==> src/rtl/shift_reg_univ.sv <==
// Universal N-bit register: hold, serial shift, rotate, parallel load and
// clear, plus a multi-step "shift by amt" sequencer with busy/done.
//
// Handshake: start is sampled only while busy is low (IDLE). An accepted
// operation applies its first step on the start edge. done is a registered
// one-cycle pulse in the cycle after the final step (or after a rejected or
// zero-length start). busy and done are never high together.
module shift_reg_univ #(
    parameter int                 WIDTH       = 8,
    parameter logic [WIDTH-1:0]   RESET_VALUE = '0,
    parameter int                 AMT_W       = $clog2(WIDTH) + 1
) (
    input  logic              clk,
    input  logic              reset,
    input  logic              en,
    input  logic [2:0]        mode,
    input  logic [WIDTH-1:0]  d,
    input  logic              sin_l,
    input  logic              sin_r,
    input  logic              start,
    input  logic [AMT_W-1:0]  amt,
    output logic [WIDTH-1:0]  q,
    output logic [WIDTH-1:0]  q_bar,
    output logic              sout,
    output logic              busy,
    output logic              done
);

    localparam logic [2:0] MODE_HOLD = 3'b000;
    localparam logic [2:0] MODE_SHR  = 3'b001;
    localparam logic [2:0] MODE_SHL  = 3'b010;
    localparam logic [2:0] MODE_ROR  = 3'b011;
    localparam logic [2:0] MODE_ROL  = 3'b100;
    localparam logic [2:0] MODE_LOAD = 3'b101;
    localparam logic [2:0] MODE_CLR  = 3'b110;

    localparam logic [AMT_W-1:0] AMT_MAX = AMT_W'(WIDTH);
    localparam logic [AMT_W-1:0] AMT_ONE = AMT_W'(1);

    typedef enum logic {
        ST_IDLE = 1'b0,
        ST_RUN  = 1'b1
    } state_t;

    state_t             state_q, state_d;
    logic [AMT_W-1:0]   cnt_q, cnt_d;
    logic [2:0]         op_q, op_d;
    logic [WIDTH-1:0]   q_q, q_d;
    logic               sout_q, sout_d;
    logic               done_q, done_d;

    logic               do_step;
    logic [2:0]         step_op;
    logic [AMT_W-1:0]   amt_c;
    logic               multi_ok;

    // Next-state, step selection and datapath for one register update.
    always_comb begin
        state_d  = state_q;
        cnt_d    = cnt_q;
        op_d     = op_q;
        q_d      = q_q;
        sout_d   = sout_q;
        done_d   = 1'b0;
        do_step  = 1'b0;
        step_op  = mode;
        amt_c    = (amt > AMT_MAX) ? AMT_MAX : amt;
        multi_ok = (mode == MODE_SHR) || (mode == MODE_SHL) ||
                   (mode == MODE_ROR) || (mode == MODE_ROL);

        case (state_q)
            ST_IDLE: begin
                if (start) begin
                    if (multi_ok && (amt_c != '0)) begin
                        op_d    = mode;
                        do_step = 1'b1;
                        cnt_d   = amt_c - AMT_ONE;
                        if (amt_c == AMT_ONE) begin
                            done_d = 1'b1;
                        end else begin
                            state_d = ST_RUN;
                        end
                    end else begin
                        // Nothing to do: acknowledge immediately.
                        done_d = 1'b1;
                    end
                end else if (en) begin
                    do_step = 1'b1;
                end
            end
            ST_RUN: begin
                do_step = 1'b1;
                step_op = op_q;
                cnt_d   = cnt_q - AMT_ONE;
                if (cnt_q == AMT_ONE) begin
                    state_d = ST_IDLE;
                    done_d  = 1'b1;
                end
            end
            default: state_d = ST_IDLE;
        endcase

        if (do_step) begin
            case (step_op)
                MODE_SHR: begin
                    q_d    = {sin_r, q_q[WIDTH-1:1]};
                    sout_d = q_q[0];
                end
                MODE_SHL: begin
                    q_d    = {q_q[WIDTH-2:0], sin_l};
                    sout_d = q_q[WIDTH-1];
                end
                MODE_ROR: begin
                    q_d    = {q_q[0], q_q[WIDTH-1:1]};
                    sout_d = q_q[0];
                end
                MODE_ROL: begin
                    q_d    = {q_q[WIDTH-2:0], q_q[WIDTH-1]};
                    sout_d = q_q[WIDTH-1];
                end
                MODE_LOAD: q_d = d;
                MODE_CLR:  q_d = '0;
                MODE_HOLD: q_d = q_q;
                default:   q_d = q_q;
            endcase
        end
    end

    // State and datapath registers; reset wins over everything, mid-run included.
    always_ff @(posedge clk or posedge reset) begin
        if (reset) begin
            state_q <= ST_IDLE;
            cnt_q   <= '0;
            op_q    <= MODE_HOLD;
            q_q     <= RESET_VALUE;
            sout_q  <= 1'b0;
            done_q  <= 1'b0;
        end else begin
            state_q <= state_d;
            cnt_q   <= cnt_d;
            op_q    <= op_d;
            q_q     <= q_d;
            sout_q  <= sout_d;
            done_q  <= done_d;
        end
    end

    assign q     = q_q;
    assign q_bar = ~q_q;
    assign sout  = sout_q;
    assign busy  = (state_q == ST_RUN);
    assign done  = done_q;

endmodule

==> config.mk <==
export PLATFORM = sky130hd
export DESIGN_NAME = shift_reg_univ
export DESIGN_NICKNAME = d
export VERILOG_FILES = /design/src/rtl/shift_reg_univ.sv
export SDC_FILE = /design/constraint.sdc
export NUM_CORES = 1
export LEC_CHECK = 0
export CAP_MARGIN = 0
export CORE_ASPECT_RATIO = 1.4
export CORE_UTILIZATION = 45
export CTS_BUF_LIST = sky130_fd_sc_hd__clkbuf_8
export DETAILED_ROUTE_END_ITERATION = 6
export GPL_TIMING_DRIVEN = 0
export PLACE_DENSITY = 0.75
export SETUP_SLACK_MARGIN = 0.5
export SLEW_MARGIN = 20
export SYNTH_ARGS = -nofsm -noshare
export SYNTH_HDL_FRONTEND = slang
export SYNTH_SLANG_ARGS = --single-unit
==> constraint.sdc <==
create_clock -name clk -period 4.1 [get_ports clk]
set_clock_uncertainty 0.1 [all_clocks]
set_input_delay 0.41 -clock clk [delete_from_list [all_inputs] [get_ports clk]]
set_output_delay 0.41 -clock clk [all_outputs]
set_load 0.1 [all_outputs]
==> impl_metrics.tcl, run 1 <==
set metrics [dict create \
    area_growth_pct 40.2 \
    drive_above_1_share_pct 13.8 \
    fillers 221 \
    wl_per_cell_um 13.7 \
    max_stage_delay_ns 0.46 \
    cts_buffers 3 \
    synthFlopType "dfrtp_1" \
    crit_start "amt[3]" \
    worst_setup_path_start_kind "input pin" \
    final_util_pct 66.1 \
    grt_pass1_vias 1128 \
    synth_area_leaders "dfrtp_1, a222oi_1, mux2i_4" \
    timing.rr.end "q[7]" \
    portBuffers 39 \
    io_pins 40 \
    status "completed" \
    die-width_um 46.0 \
    dieArea_mm2 0.00293 \
    rr_worst_depth 5 \
    cts_setup_buffers 0 \
    r2r_slack_ns 2.09 \
    antenna_found_initial 0 \
    synth-seq-cells 18 \
    dp_hpwl_mm 2.24 \
    drc 0 \
    tns_ns 0 \
    yosysMostFrequentCell "dfrtp_1" \
    r2r_start "busy" \
    cts_tree "yes" \
    async_flop_share_pct 100 \
    cp-end-kind "register" \
    maxSlewHeadroom_pct 35.0 \
    syn_avg_cell_area_um2 9.84 \
    path_class "input pin to register" \
    fp-row-count 22 \
    synthesis.nets 148 \
    worstPathArrival_ns 2.59 \
    place_congestion 0.847 \
    final-setup-viol-count 0 \
    synth.distinct_cells 38 \
    report.final.slew_viol_count 0 \
    grtUsageMet2_pct 39.8 \
    path_clk_slew_ns 0.07 \
    postRouteAntennaNets 0 \
    placed_area_mm2 0.00166 \
    grt_use_met3_pct 3.15 \
    netlist_top_cells_count "dfrtp_1, inv_1, a21oi_1" \
    grt_max_degree 19 \
    synth_edf_count 0 \
    drt-initial-drc-count 31 \
    die_height_um 63.6 \
    insertion_delay_ns 0.25 \
    hp-start "sout" \
    first_pass_iters 4 \
    timing.hold.ws_ns 0.429 \
    grt_pass1_wl_mm 4.77 \
    grt.overflow.total 0 \
    grtUsageMet1_pct 23.3 \
    synth_top_area_cell "dfrtp_1" \
    min_period_ns 2.55 \
    core-area_mm2 0.00259 \
    period_share_pct 62.2 \
    htreeDepth 1 \
    tightest_slew_ns 0.971 \
    hold_violations 0 \
    cts-resized-gates 0 \
    synthCells 124 \
    cap_violations 0 \
    worst_path_max_delay_cell "a211oi_4" \
    crit_path_cell_trace "clkdlybuf4s50_1, nand2b_1, ha_1, or3b_2, nand4_2, a211oi_4, mux2_2" \
    vias_per_cell 5.45 \
    hold_class "register to register" \
    critPathRequiredTime_ns 4.14 \
    netlist_area_mm2 0.00122 \
    vias 1107 \
    synth_top_area_share_pct 36.9 \
    grt.busiest_layer "met2" \
    endpoint "q[7]" \
    final_area_mm2 0.00171 \
    start_util_pct 47.1 \
    grt_usage_pct 21.8 \
    cp_max_fo 10 \
    rsz0062_at_grt "no" \
    yosysSeqAreaShare_pct 36.9 \
    yosys_warnings 0 \
    fin_nets 192 \
    cts.sinks 18 \
    diodes 0 \
    wl_mm 2.78 \
    cts-root-buf "clkbuf_8" \
    fmax_ghz 0.392 \
    holdBufCountCts 0 \
    ctsLongestPathBuffers 2 \
]
## layout make-up
class                   count  area, µm²  share of cell area (%)
plain buffers               3       26.3                    1.54
inverters                  14       52.6                    3.07
clock buffers               4       55.1                    3.22
multi-input cells          89        691                    40.4
well taps                  36       45.0                    2.63
flip-flops and latches     18        450                    26.3
repair buffers             39        390                    22.8
## registers in the layout, indices dropped and copies added (netlist names)
register / flops
cnt_q: 4
q: 8
op_q: 3
sout: 1
busy: 1
done: 1
## logic make-up after synthesis
logic type,Yosys count,share of synthesized area (%)
and+or+nand+nor,38,17.5
AOI/OAI and AO/OA,35,22.1
DFF,18,36.9
buffers and inverters,17,6.46
muxes,10,11.8
xor gates and xnor gates,3,2.15
adders and majority gates,3,3.08
## layout by cell type, fill, tap and decap left out, types with 3 or more instances in the layout
cell	synthesis	final
clkdlybuf4s50_1	0	39
dfrtp_1	18	18
inv_1	14	14
a21oi_1	13	13
nor2_1	11	11
nand2_1	9	9
a222oi_1	7	7
mux2_2	5	5
nand2b_1	4	4
o21ai_0	4	4
clkbuf_8	0	4
mux2i_4	3	3
ha_1	3	3
## metrics by stage
stage | worst slack (ns) | cells
floorplan | 1.58 | 124
global placement | 1.31 | 199
detailed placement | 1.29 | 199
CTS | 1.55 | 203
global route | 1.42 | 203
finish | 1.55 | 203
## critical path, delay by kind of cell
family / cells / cell delay, ns
AO/OA/AOI/OAI: 1 / 0.46
adder cells (fa/ha/maj): 1 / 0.21
buffers and inverters: 1 / 0.45
multiplexers: 1 / 0.37
AND/OR/NAND/NOR: 3 / 0.68
## how the worst min path moves through the flow
stage	end	cells after the start	slack, ns
2_1_floorplan	busy	1	0.25
3_3_place_gp	sout	1	0.41
5_1_grt	sout	1	0.44
4_1_cts	sout	1	0.43
3_5_place_dp	sout	1	0.40
6_report	sout	1	0.43
## metal layers
metal | vias to the layer above | share of wire, %
li1 | 534 | -
met1 | 528 | 38
met2 | 41 | 56
met3 | 4 | 5.0
met4 | 0 | 1.3
met5 | - | 0
Power of run 1 is not shown: default switching activity piles up to over one toggle a cycle in this logic, so the estimate is an artifact.
==> run 2: changes to the inputs <==
==> constraint.sdc (replaced) <==
create_clock -name clk -period 2.65 [get_ports clk]
set_clock_uncertainty 0.1 [all_clocks]
set_input_delay 0.265 -clock clk [delete_from_list [all_inputs] [get_ports clk]]
set_output_delay 0.265 -clock clk [all_outputs]
set_load 0.1 [all_outputs]
==> impl_metrics.tcl, run 2 (same netlist as run 1, synthesis figures left out) <==
set metrics [dict create \
    portBuffers 39 \
    final-setup-viol-count 0 \
    core-area_mm2 0.00259 \
    path_class "input pin to register" \
    cts_buffers 3 \
    timing.hold.ws_ns 0.321 \
    rr_worst_depth 6 \
    wl_per_cell_um 14.0 \
    antenna_found_initial 0 \
    htreeDepth 1 \
    fin_ws_ns 0.509 \
    ctsLongestPathBuffers 2 \
    grt_max_degree 19 \
    cts_tree "yes" \
    layout_common_cells "clkdlybuf4s50_1, dlygate4sd2_1, dfrtp_1, a21oi_1, inv_1" \
    max_stage_delay_ns 0.58 \
    dieArea_mm2 0.00293 \
    rsz0062_at_grt "yes" \
    cts-root-buf "clkbuf_8" \
    grt_use_met3_pct 2.29 \
    grt.overflow.total 0 \
    die-width_um 46.0 \
    worst_path_max_delay_cell "clkdlybuf4s50_1" \
    place_congestion 0.829 \
    cts.sinks 18 \
    fmax_ghz 0.467 \
    critPathRequiredTime_ns 2.69 \
    area_growth_pct 44.8 \
    cp-end-kind "register" \
    diodes 0 \
    hold_violations 0 \
    maxSlewHeadroom_pct 35.2 \
    pre_cts_slack_ns -0.0119 \
    status "completed" \
    report.final.slew_viol_count 0 \
    fp-row-count 22 \
    path_clk_slew_ns 0.07 \
    drc 0 \
    final_util_pct 68.3 \
    insertion_delay_ns 0.25 \
    vias 1117 \
    die_height_um 63.6 \
    vias_per_cell 5.37 \
    fin_cells 208 \
    grt_usage_pct 21.0 \
    layout_commonest_cell "clkdlybuf4s50_1" \
    start_util_pct 47.1 \
    grt_pass1_vias 1072 \
    grtUsageMet1_pct 23.6 \
    wl_mm 2.91 \
    worst_setup_path_start_kind "input pin" \
    crit_path_cell_trace "clkdlybuf4s50_1, nand2b_4, ha_1, or3b_4, nand4_4, a211oi_4, buf_4, mux2_2" \
    drt-initial-drc-count 51 \
    io_pins 40 \
    grt_pass1_wl_mm 4.59 \
    grt.busiest_layer "met2" \
    worstPathArrival_ns 2.18 \
    largest_reg_flops 8 \
    postRouteAntennaNets 0 \
    first_pass_iters 6 \
    period_share_pct 80.8 \
    fin_nets 197 \
    hold_class "input pin to asynchronous set/reset pin" \
    min_period_ns 2.14 \
    grtUsageMet2_pct 36.6 \
    cp_max_fo 4 \
    dp_hpwl_mm 2.12 \
    drive_above_1_share_pct 21.5 \
    tightest_slew_ns 0.968 \
    place_inst 199 \
    cap_violations 0 \
]
-- run 2: cell count changes in the layout (fill, tap and decap cells not counted), sizes merged --
cell | previous run | this run
dlymetal6s2s | 0 | 1
clkinvlp | 0 | 3
dlygate4sd2 | 0 | 17
buf | 2 | 7
clkdlybuf4s50 | 39 | 21
inv | 14 | 11
-- run 2: area by class of cell --
cell class | count | area [µm²]
inverters | 14 | 63.8
fillers | 218 | 821
well taps | 36 | 45.0
plain buffers | 3 | 26.3
repair buffers | 44 | 407
clock buffers | 4 | 55.1
flip-flops and latches | 18 | 458
multi-input cells | 89 | 712
-- run 2: per-layer routing --
metal | vias to the layer above | wire, µm
met5 | - | 0
met4 | 0 | 51
met3 | 6 | 171
met2 | 47 | 1550
met1 | 522 | 1130
li1 | 542 | -
-- run 2: critical path, delay by kind of cell --
family          cells  cell delay [ns]
compound gates      1             0.24
fa+ha+maj           1             0.20
buf+inv             2             0.72
mux                 1             0.32
simple gates        3             0.43
-- run 2: worst paths after layout --
| check | from | endpoint | slack [ns] |
|---|---|---|---|
| setup / recovery | amt[0] | q[7] | 0.51 |
| hold / removal | reset | sout | 0.32 |
| setup reg to reg | busy | q[7] | 0.65 |
| hold reg to reg | sout | sout | 0.43 |
| max in group asynchronous | reset | busy | 1.62 |
| min in group clk | amt[3] | cnt_q[0] | 0.41 |
-- run 2: repair_timing --
action	in CTS	in global routing
setup endpoints to repair	30	14
buffers inserted	2	2
hold buffers	0	0
gates cloned	0	1
resized for setup	18	4
pin swaps	2	1
-- run 2: per-stage QoR --
step	area, µm²	TNS (ns)
floorplan	1240	0
global route	1770	0
finish	1770	0
detailed placement	1670	-0.0119
CTS	1730	0
global placement	1670	0
Power of run 2 is left out for the same reason.
==> run 3: changes to the inputs <==
--- a/config.mk
+++ b/config.mk
@@ -7,7 +7,7 @@
 export LEC_CHECK = 0
 export CAP_MARGIN = 0
 export CORE_ASPECT_RATIO = 1.4
-export CORE_UTILIZATION = 45
+export CORE_UTILIZATION = 43
 export CTS_BUF_LIST = sky130_fd_sc_hd__clkbuf_8
 export DETAILED_ROUTE_END_ITERATION = 6
 export GPL_TIMING_DRIVEN = 0
==> constraint.sdc (replaced) <==
create_clock -name clk -period 1.9 [get_ports clk]
set_clock_uncertainty 0.1 [all_clocks]
set_input_delay 0.19 -clock clk [delete_from_list [all_inputs] [get_ports clk]]
set_output_delay 0.19 -clock clk [all_outputs]
set_load 0.1 [all_outputs]
==> impl_metrics.tcl, run 3 (same netlist as run 1, synthesis figures left out) <==
set metrics [dict create \
    status "finished, violations left" \
    violations "setup timing" \
    cts-root-buf "clkbuf_8" \
    period_share_pct 104 \
    die-width_um 47.0 \
    drc 0 \
    timing.hold.ws_ns 0.220 \
    cp-end-kind "register" \
    portBuffers 39 \
    worst_path_max_delay_cell "dfrtp_4" \
    max_stage_delay_ns 0.48 \
    drive_above_1_share_pct 53.3 \
    grt_max_degree 19 \
    maxSlewHeadroom_pct 36.4 \
    fin_ws_ns -0.0751 \
    wl_mm 3.46 \
    place_inst 199 \
    ctsLongestPathBuffers 2 \
    path_class "register to register" \
    cts_tree "yes" \
    worstPathArrival_ns 2.02 \
    grt_usage_pct 22.8 \
    report.final.slew_viol_count 0 \
    drt-initial-drc-count 37 \
    place_congestion 0.811 \
    fin_nets 207 \
    fp-row-count 22 \
    wl_per_cell_um 15.9 \
    grt_pass1_wl_mm 5.10 \
    start_util_pct 45.7 \
    grt.overflow.total 0 \
    fmax_ghz 0.506 \
    min_period_ns 1.98 \
    critPathRequiredTime_ns 1.95 \
    tightest_slew_ns 0.958 \
    antenna_found_initial 0 \
    vias_per_cell 5.56 \
    core-area_mm2 0.00267 \
    worst_setup_path_start_kind "register" \
    dp_hpwl_mm 2.22 \
    hold_class "input pin to register" \
    cts_buffers 3 \
    pre_cts_slack_ns -0.527 \
    vias 1211 \
    crit_path_cell_trace "buf_8, mux2i_4, nor3_2, a21oi_1, o2bb2a_4, mux2_4" \
    cap_violations 0 \
    insertion_delay_ns 0.25 \
    path_clk_slew_ns 0.07 \
    hold_violations 0 \
    io_pins 40 \
    diodes 0 \
    cp_max_fo 7 \
    rsz0062_at_grt "yes" \
    largest_reg_flops 8 \
    htreeDepth 1 \
    dieArea_mm2 0.00306 \
    layout_common_cells "buf_6, buf_4, clkdlybuf4s50_1, a21oi_1" \
    area_growth_pct 66.3 \
    postRouteAntennaNets 0 \
    die_height_um 65.0 \
    final-setup-viol-count 9 \
    first_pass_iters 4 \
    grt_pass1_vias 1128 \
    cts.sinks 18 \
    fin_cells 218 \
]
-- run 3: final cells by class --
type | instances | area [µm²]
multi-input combinational | 90 | 828
fill | 194 | 642
timing repair buffer | 53 | 492
sequential | 18 | 484
inverter | 14 | 82.6
clock buffer | 4 | 55.1
tap | 36 | 45.0
buffer | 3 | 41.3
-- run 3: metal layers --
| metal | wire length [µm] | up-vias | share of wire (%) | global-route usage [%] |
|---|---|---|---|---|
| li1 | - | 566 | - | - |
| met1 | 1320 | 597 | 38 | 26.6 |
| met2 | 1940 | 44 | 56 | 40.3 |
| met3 | 166 | 4 | 4.8 | 3.62 |
| met4 | 36 | 0 | 1.0 | 7.50 |
| met5 | 0 | - | 0 | 0 |
-- run 3: final timing paths --
path | start | end | slack [ns] | depth (start not counted)
max | busy | q[7] | -0.08 | 6
min | mode[1] | op_q[1] | 0.22 | 2
max reg2reg | busy | q[7] | -0.08 | 6
min reg2reg | sout | sout | 0.43 | 1
max in group asynchronous | reset | q[1] | 0.94 | 2
min in group asynchronous | reset | op_q[0] | 0.25 | 2
-- run 3: critical path, delay by kind of cell, from the launching register on --
kind | cells | cell delay (ns)
buf+inv | 1 | 0.15
simple gates | 1 | 0.34
flops | 1 | 0.48
mux | 2 | 0.47
compound gates | 2 | 0.32
-- run 3: timing repair --
item	4_1_cts	5_1_grt
setup endpoints to repair	37	21
buffers inserted	9	3
resized for setup	144	27
gates cloned	2	1
pin swaps	6	7
hold buffers	0	0
-- run 3: metrics by stage --
step	util [%]	instance area, µm²	TNS [ns]
CTS	72.0	1920	-0.437
floorplan	-	1350	-1.31
global route	76.0	2030	-1.22
finish	76.0	2030	-0.416
detailed placement	66.7	1780	-7.08
global placement	66.7	1780	-6.33
Power of run 3 is left out for the same reason.
==> patch 1 (config.mk and constraints of run 2) <==
Register the input `d` before use. The logic sees it one clock later. The other inputs are not delayed to match.
--- a/src/rtl/shift_reg_univ.sv
+++ b/src/rtl/shift_reg_univ.sv
@@ -42,4 +42,10 @@
         ST_RUN  = 1'b1
     } state_t;
+
+    logic [WIDTH-1:0] d_q;
+
+    always_ff @(posedge clk) begin
+        d_q <= d;
+    end
 
     state_t             state_q, state_d;
@@ -119,5 +125,5 @@
                     sout_d = q_q[WIDTH-1];
                 end
-                MODE_LOAD: q_d = d;
+                MODE_LOAD: q_d = d_q;
                 MODE_CLR:  q_d = '0;
                 MODE_HOLD: q_d = q_q;
Formal check against the unedited RTL: not equivalent (Yosys sat finds a counterexample within 4 cycles, from zero or initial values and one cycle with reset high).
==> patch 1 against run 2 <==
Hold slack lost 0.0063 ns. Via count is 3.8% higher. Design area up 6.9%. Wire length grew 8.6%. Sequential cell count is 8 higher. Synthesized area increased by 8.0%. Final cell count increased by 1.4%. Setup slack better by 0.064 ns. Highest routed layer unchanged.
Power is left out: the tool's default activity adds up to more than one toggle a clock period on the data nets, which glitch-free logic cannot reach.
==> patch 1: results (changes against run 2) <==
* Status: completed (unchanged)
* Syn Nets at 151 (was 148)
* First-pass GRT wire length at 5040 um (was 4590 um)
* Sequential cell area fraction in the yosys report at 46.3% (was 36.9%)
* Slowest cell on the critical path: clkdlybuf4s50_1 (unchanged)
* Top cell type by total area after synthesis: dfrtp_1 (unchanged)
* CP Data Arrival Time at 1.71 ns (was 2.18 ns)
* Later-pin clock latency in the skew report at 0.26 ns
* R2R Setup Slk at 0.65 ns (about the same)
* Initial antenna violation count at 0 (unchanged)
* Post-Synth XOR/XNOR Area at 1.33% (was 2.15%)
* Worst-case clock buffer depth at 2 (unchanged)
* Ranking of synthesized cells by area: dfrtp_1 (34%), dfxtp_1 (12%), a222oi_1 (5.3%), inv_1 (4.3%), a21oi_1 (4.2%) (was dfrtp_1 (37%), a222oi_1 (5.7%), mux2i_4 (5.5%), a21oi_1 (5.3%), mux2_2 (4.6%))
* Vias in the first global route at 1198 (was 1072)
* All-Layer GR Usage at 22.0% (was 21.0%)
* Crit path max fanout at 1 (was 4)
* Cells on worst reg2reg path at 5 (was 6)
* Clock buffer count from CTS at 3 (unchanged)
* CTS clk-pin slew, worst paths at 0.09 ns (was 0.07 ns)
* Fin nets at 200 (was 197)
* Fill cells at 242 (was 218)
* Drt wl/cell at 15.0 um (was 14.0 um)
* DRT iter0 DRCs at 46 (was 51)
* Vias per inst at 5.49 (was 5.37)
* Max-slew headroom at 35.0% (was 35.2%)
* DR pass1 iterations at 5 (was 6)
* Dpl hpwl at 2240 um (was 2120 um)
* Compound-Gate Fraction of Synth Area at 21.4% (was 22.1%)
* Antenna diodes at 0 (unchanged)
* Placer Congestion at 0.812 (was 0.829)
* CP peak stage delay at 1.12 ns (was 0.58 ns)
* Layout cells sized above 1 at 17.7% (was 21.5%)
* Port bufs at 39 (unchanged)
* Worst R2R End: q[0] (was q[7])
* Hold Vio Cnt, Final at 0 (unchanged)
* CTS root buf: clkbuf_8 (unchanged)
* Async SR Flop Fraction at 69.2% (was 100%)
* Worst R2R Start: busy (unchanged)
* Mux cell area share after synthesis at 8.07% (was 11.8%)
* Post-DP Area at 1770 um^2 (was 1670 um^2)
* Crit. Startpoint: done (was amt[0])
* Synth top cells by count: dfrtp_1 (18), inv_1 (15), nor2_1 (12) (was dfrtp_1 (18), inv_1 (14), a21oi_1 (13))
* Fraction of the mapped netlist area in adder cells at 3.61% (was 3.08%)
* Distinct cells, synth at 42 (was 38)
patch 1: layout make-up:
type	instances	area (um^2)	area share, %
Sequential cell	26	617	32.6
Multi-Input combinational cell	84	679	36.0
Tap cell	36	45.0	2.38
Buffer	2	16.3	0.861
Clock buffer	4	55.1	2.91
Inverter	15	63.8	3.38
Timing Repair Buffer	44	413	21.9
patch 1: cells by family (layout without fill, tap and decap cells):
logic type / Yosys count / after routing
muxes: 9 / 9
AOI/OAI and AO/OA: 36 / 36
adders and majority gates: 4 / 4
DFF: 26 / 26
and+or+nand+nor: 33 / 33
buffers and inverters: 17 / 65
xor gates and xnor gates: 2 / 2
patch 1: per-layer routing:
metal	part of all wire, %	wire length (um)	GRT usage [%]
met5	0	0	0
met4	0.44	14	5.90
met3	4.8	153	4.10
met2	55	1730	41.9
met1	40	1270	22.8
patch 1: worst max-delay path by stage:
stage / endpoint / slack (ns) / depth (start not counted)
global placement: q[1] / -0.07 / 9
finish: done / 0.57 / 1
global route: cnt_q[2] / 0.51 / 9
detailed placement: q[0] / -0.15 / 9
floorplan: q[1] / 0.56 / 6
CTS: op_q[0] / 0.50 / 8
patch 1: metrics by stage:
step                      hold WS (ns)  setup WS, ns  cells
after floorplan                  0.103         0.559    127
after global placement           0.401       -0.0746    202
after detailed placement         0.422        -0.152    202
after CTS                        0.331         0.499    211
after global routing             0.326         0.515    211
final                            0.314         0.573    211
patch 1: timing repair:
| item | CTS | global route |
|---|---|---|
| pin swaps | 2 | 2 |
| gates cloned | 1 | 0 |
| buffers inserted | 4 | 0 |
| resized for setup | 26 | 5 |
| hold buffers | 0 | 0 |
| setup endpoints to repair | 34 | 16 |
==> patch 2 (flow settings as in run 2) <==
Without the edit above. The parameter `WIDTH` goes from 8 to 16.
--- a/src/rtl/shift_reg_univ.sv
+++ b/src/rtl/shift_reg_univ.sv
@@ -7,5 +7,5 @@
 // zero-length start). busy and done are never high together.
 module shift_reg_univ #(
-    parameter int                 WIDTH       = 8,
+    parameter int                 WIDTH       = 16,
     parameter logic [WIDTH-1:0]   RESET_VALUE = '0,
     parameter int                 AMT_W       = $clog2(WIDTH) + 1
Ports: changed (resized amt, d, q and q_bar); port bits go from 40 to 65. The function was not compared with the original's and may differ.
==> patch 2 against run 2 <==
Sequential cell count grew 9. Fmax grew 1.5%. Via count grew 55%. Design area grew 48%. Wire length grew 64%. Critical path depth shrank 1. Register-to-register slack lost 0.11 ns. Setup slack gained 0.033 ns. Synthesized area grew 50%.
Power is left out: the tool's default activity adds up to more than one toggle a clock period on the data nets, which glitch-free logic cannot reach.
==> patch 2: results (changes against run 2) <==
* Status: completed (unchanged)
* Max reg flops at 16 (was 8)
* Antenna diodes at 0 (unchanged)
* Cells on worst reg2reg path at 7 (was 6)
* Largest net degree at the start of global routing at 28 (was 19)
* Distinct cells, synth at 46 (was 38)
* CTS root buf: clkbuf_8 (unchanged)
* Hold path startpoint: mode[2]
* Fill cells at 344 (was 218)
* Worst R2R End: q[15] (was q[7])
* Worst-case clock buffer depth at 2 (unchanged)
* Vias per inst at 5.70 (was 5.37)
* Slowest cell on the critical path: dfrtp_4 (was clkdlybuf4s50_1)
* Initial antenna violation count at 0 (unchanged)
* Final hold slack at 0.159 ns (was 0.321 ns)
* Sequential cell area fraction in the yosys report at 37.0% (was 36.9%)
* Ranking of synthesized cells by area: dfrtp_1 (37%), a222oi_1 (8.2%), a21oi_1 (5.2%), inv_1 (4.3%), nor2_2 (3.8%) (was dfrtp_1 (37%), a222oi_1 (5.7%), mux2i_4 (5.5%), a21oi_1 (5.3%), mux2_2 (4.6%))
* Worst Hold Path Cells at 2
* Hold endpoint: op_q[2]
* Fin nets at 296 (was 197)
* Drt wl/cell at 15.7 um (was 14.0 um)
* Synth top cells by count: dfrtp_1 (27), inv_1 (21), a21oi_1 (19) (was dfrtp_1 (18), inv_1 (14), a21oi_1 (13))
* Worst R2R Start: busy (unchanged)
* DRT Wirelength at 4760 um (was 2910 um)
* Finished Cell Area at 2610 um^2 (was 1770 um^2)
* Clock buffer count from CTS at 3 (unchanged)
* All-Layer GR Usage at 22.3% (was 21.0%)
* Later-pin clock latency in the skew report at 0.28 ns (was 0.25 ns)
* YS warnings at 0 (unchanged)
* Port bufs at 63 (was 39)
* DR pass1 iterations at 5 (was 6)
* CTS clk-pin slew, worst paths at 0.10 ns (was 0.07 ns)
* Async SR Flop Fraction at 100% (unchanged)
* CTS Hold Buffers Added at 0 (unchanged)
* CP Data Arrival Time at 2.18 ns (about the same)
* DRT iter0 DRCs at 104 (was 51)
* Placer Congestion at 0.801 (was 0.829)
* Syn Nets at 223 (was 148)
* Dominant synthesized flop cell: dfrtp_1 (unchanged)
* First-pass GRT wire length at 7710 um (was 4590 um)
* CP peak stage delay at 0.48 ns (was 0.58 ns)
* Crit path max fanout at 9 (was 4)
* Dpl hpwl at 3480 um (was 2120 um)
* Post-place setup slack at 0.157 ns (was -0.0119 ns)
* Vias in the first global route at 1699 (was 1072)
* HP Class: input pin to register (was input pin to asynchronous set/reset pin)
* Worst Tran Pin Value at 0.987 ns (was 0.968 ns)
* CP top delay family: multiplexers (was buffers and inverters)
* R2R Setup Slk at 0.54 ns (was 0.65 ns)
* Inst Count DP at 294 (was 199)
* Post-DP Area at 2530 um^2 (was 1670 um^2)
* Layout cells sized above 1 at 21.5% (about the same)
* Gate Count Post-Synth at 188 (was 124)
* Htree depth at 1 (unchanged)
-- patch 2: cell count changes after synthesis, moves of 2 or more --
cell      before  now
buf_2          0    4
nor3_1         2    5
nor2_2         1   11
a21oi_1       13   19
buf_6          2    4
dfrtp_1       18   27
inv_1         14   21
ha_1           3    5
nand2b_4       2    0
nor2b_1        0    2
o21ai_0        4    9
a222oi_1       7   15
-- patch 2: kinds of logic (layout without fill, tap and decap cells) --
kind of cell	Yosys count	in the layout	synth area share, %
compound gates	60	60	25.1
xor+xnor	5	5	2.40
fa+ha+maj	5	5	3.42
buf+inv	31	103	8.90
flops	27	27	37.0
mux	11	11	8.63
simple gates	49	49	14.6
-- patch 2: worst max path at each step --
stage	startpoint	end	slack, ns	cells after the start
after floorplan	busy	q[8]	0.51	7
after global placement	amt[4]	q[15]	0.17	6
after detailed placement	amt[4]	q[15]	0.16	6
after CTS	amt[4]	q[15]	0.51	6
after global routing	busy	q[15]	0.49	7
final	busy	q[15]	0.54	7
-- patch 2: routing by layer --
| layer | share of wire, % | vias up | GRT usage, % | wire length (um) |
|---|---|---|---|---|
| met5 | 0 | - | 0 | 0 |
| met4 | 1.0 | 0 | 7.56 | 48 |
| met3 | 6.9 | 4 | 3.83 | 327 |
| met2 | 52 | 65 | 41.6 | 2500 |
| met1 | 40 | 820 | 25.3 | 1880 |
| li1 | - | 838 | - | - |
-- patch 2: layout make-up --
class | count | area share [%]
timing repair buffer | 68 | 24.1
clock buffer | 3 | 1.58
buffer | 10 | 3.55
tap | 43 | 2.06
sequential | 27 | 26.2
multi-input combinational | 130 | 38.9
clock inverter | 1 | 0.192
inverter | 21 | 3.45
-- patch 2: timing repair --
item,4_1_cts,5_1_grt
pin swaps,1,1
setup buffers,1,4
resized for setup,36,10
endpoints found under the setup margin,53,21
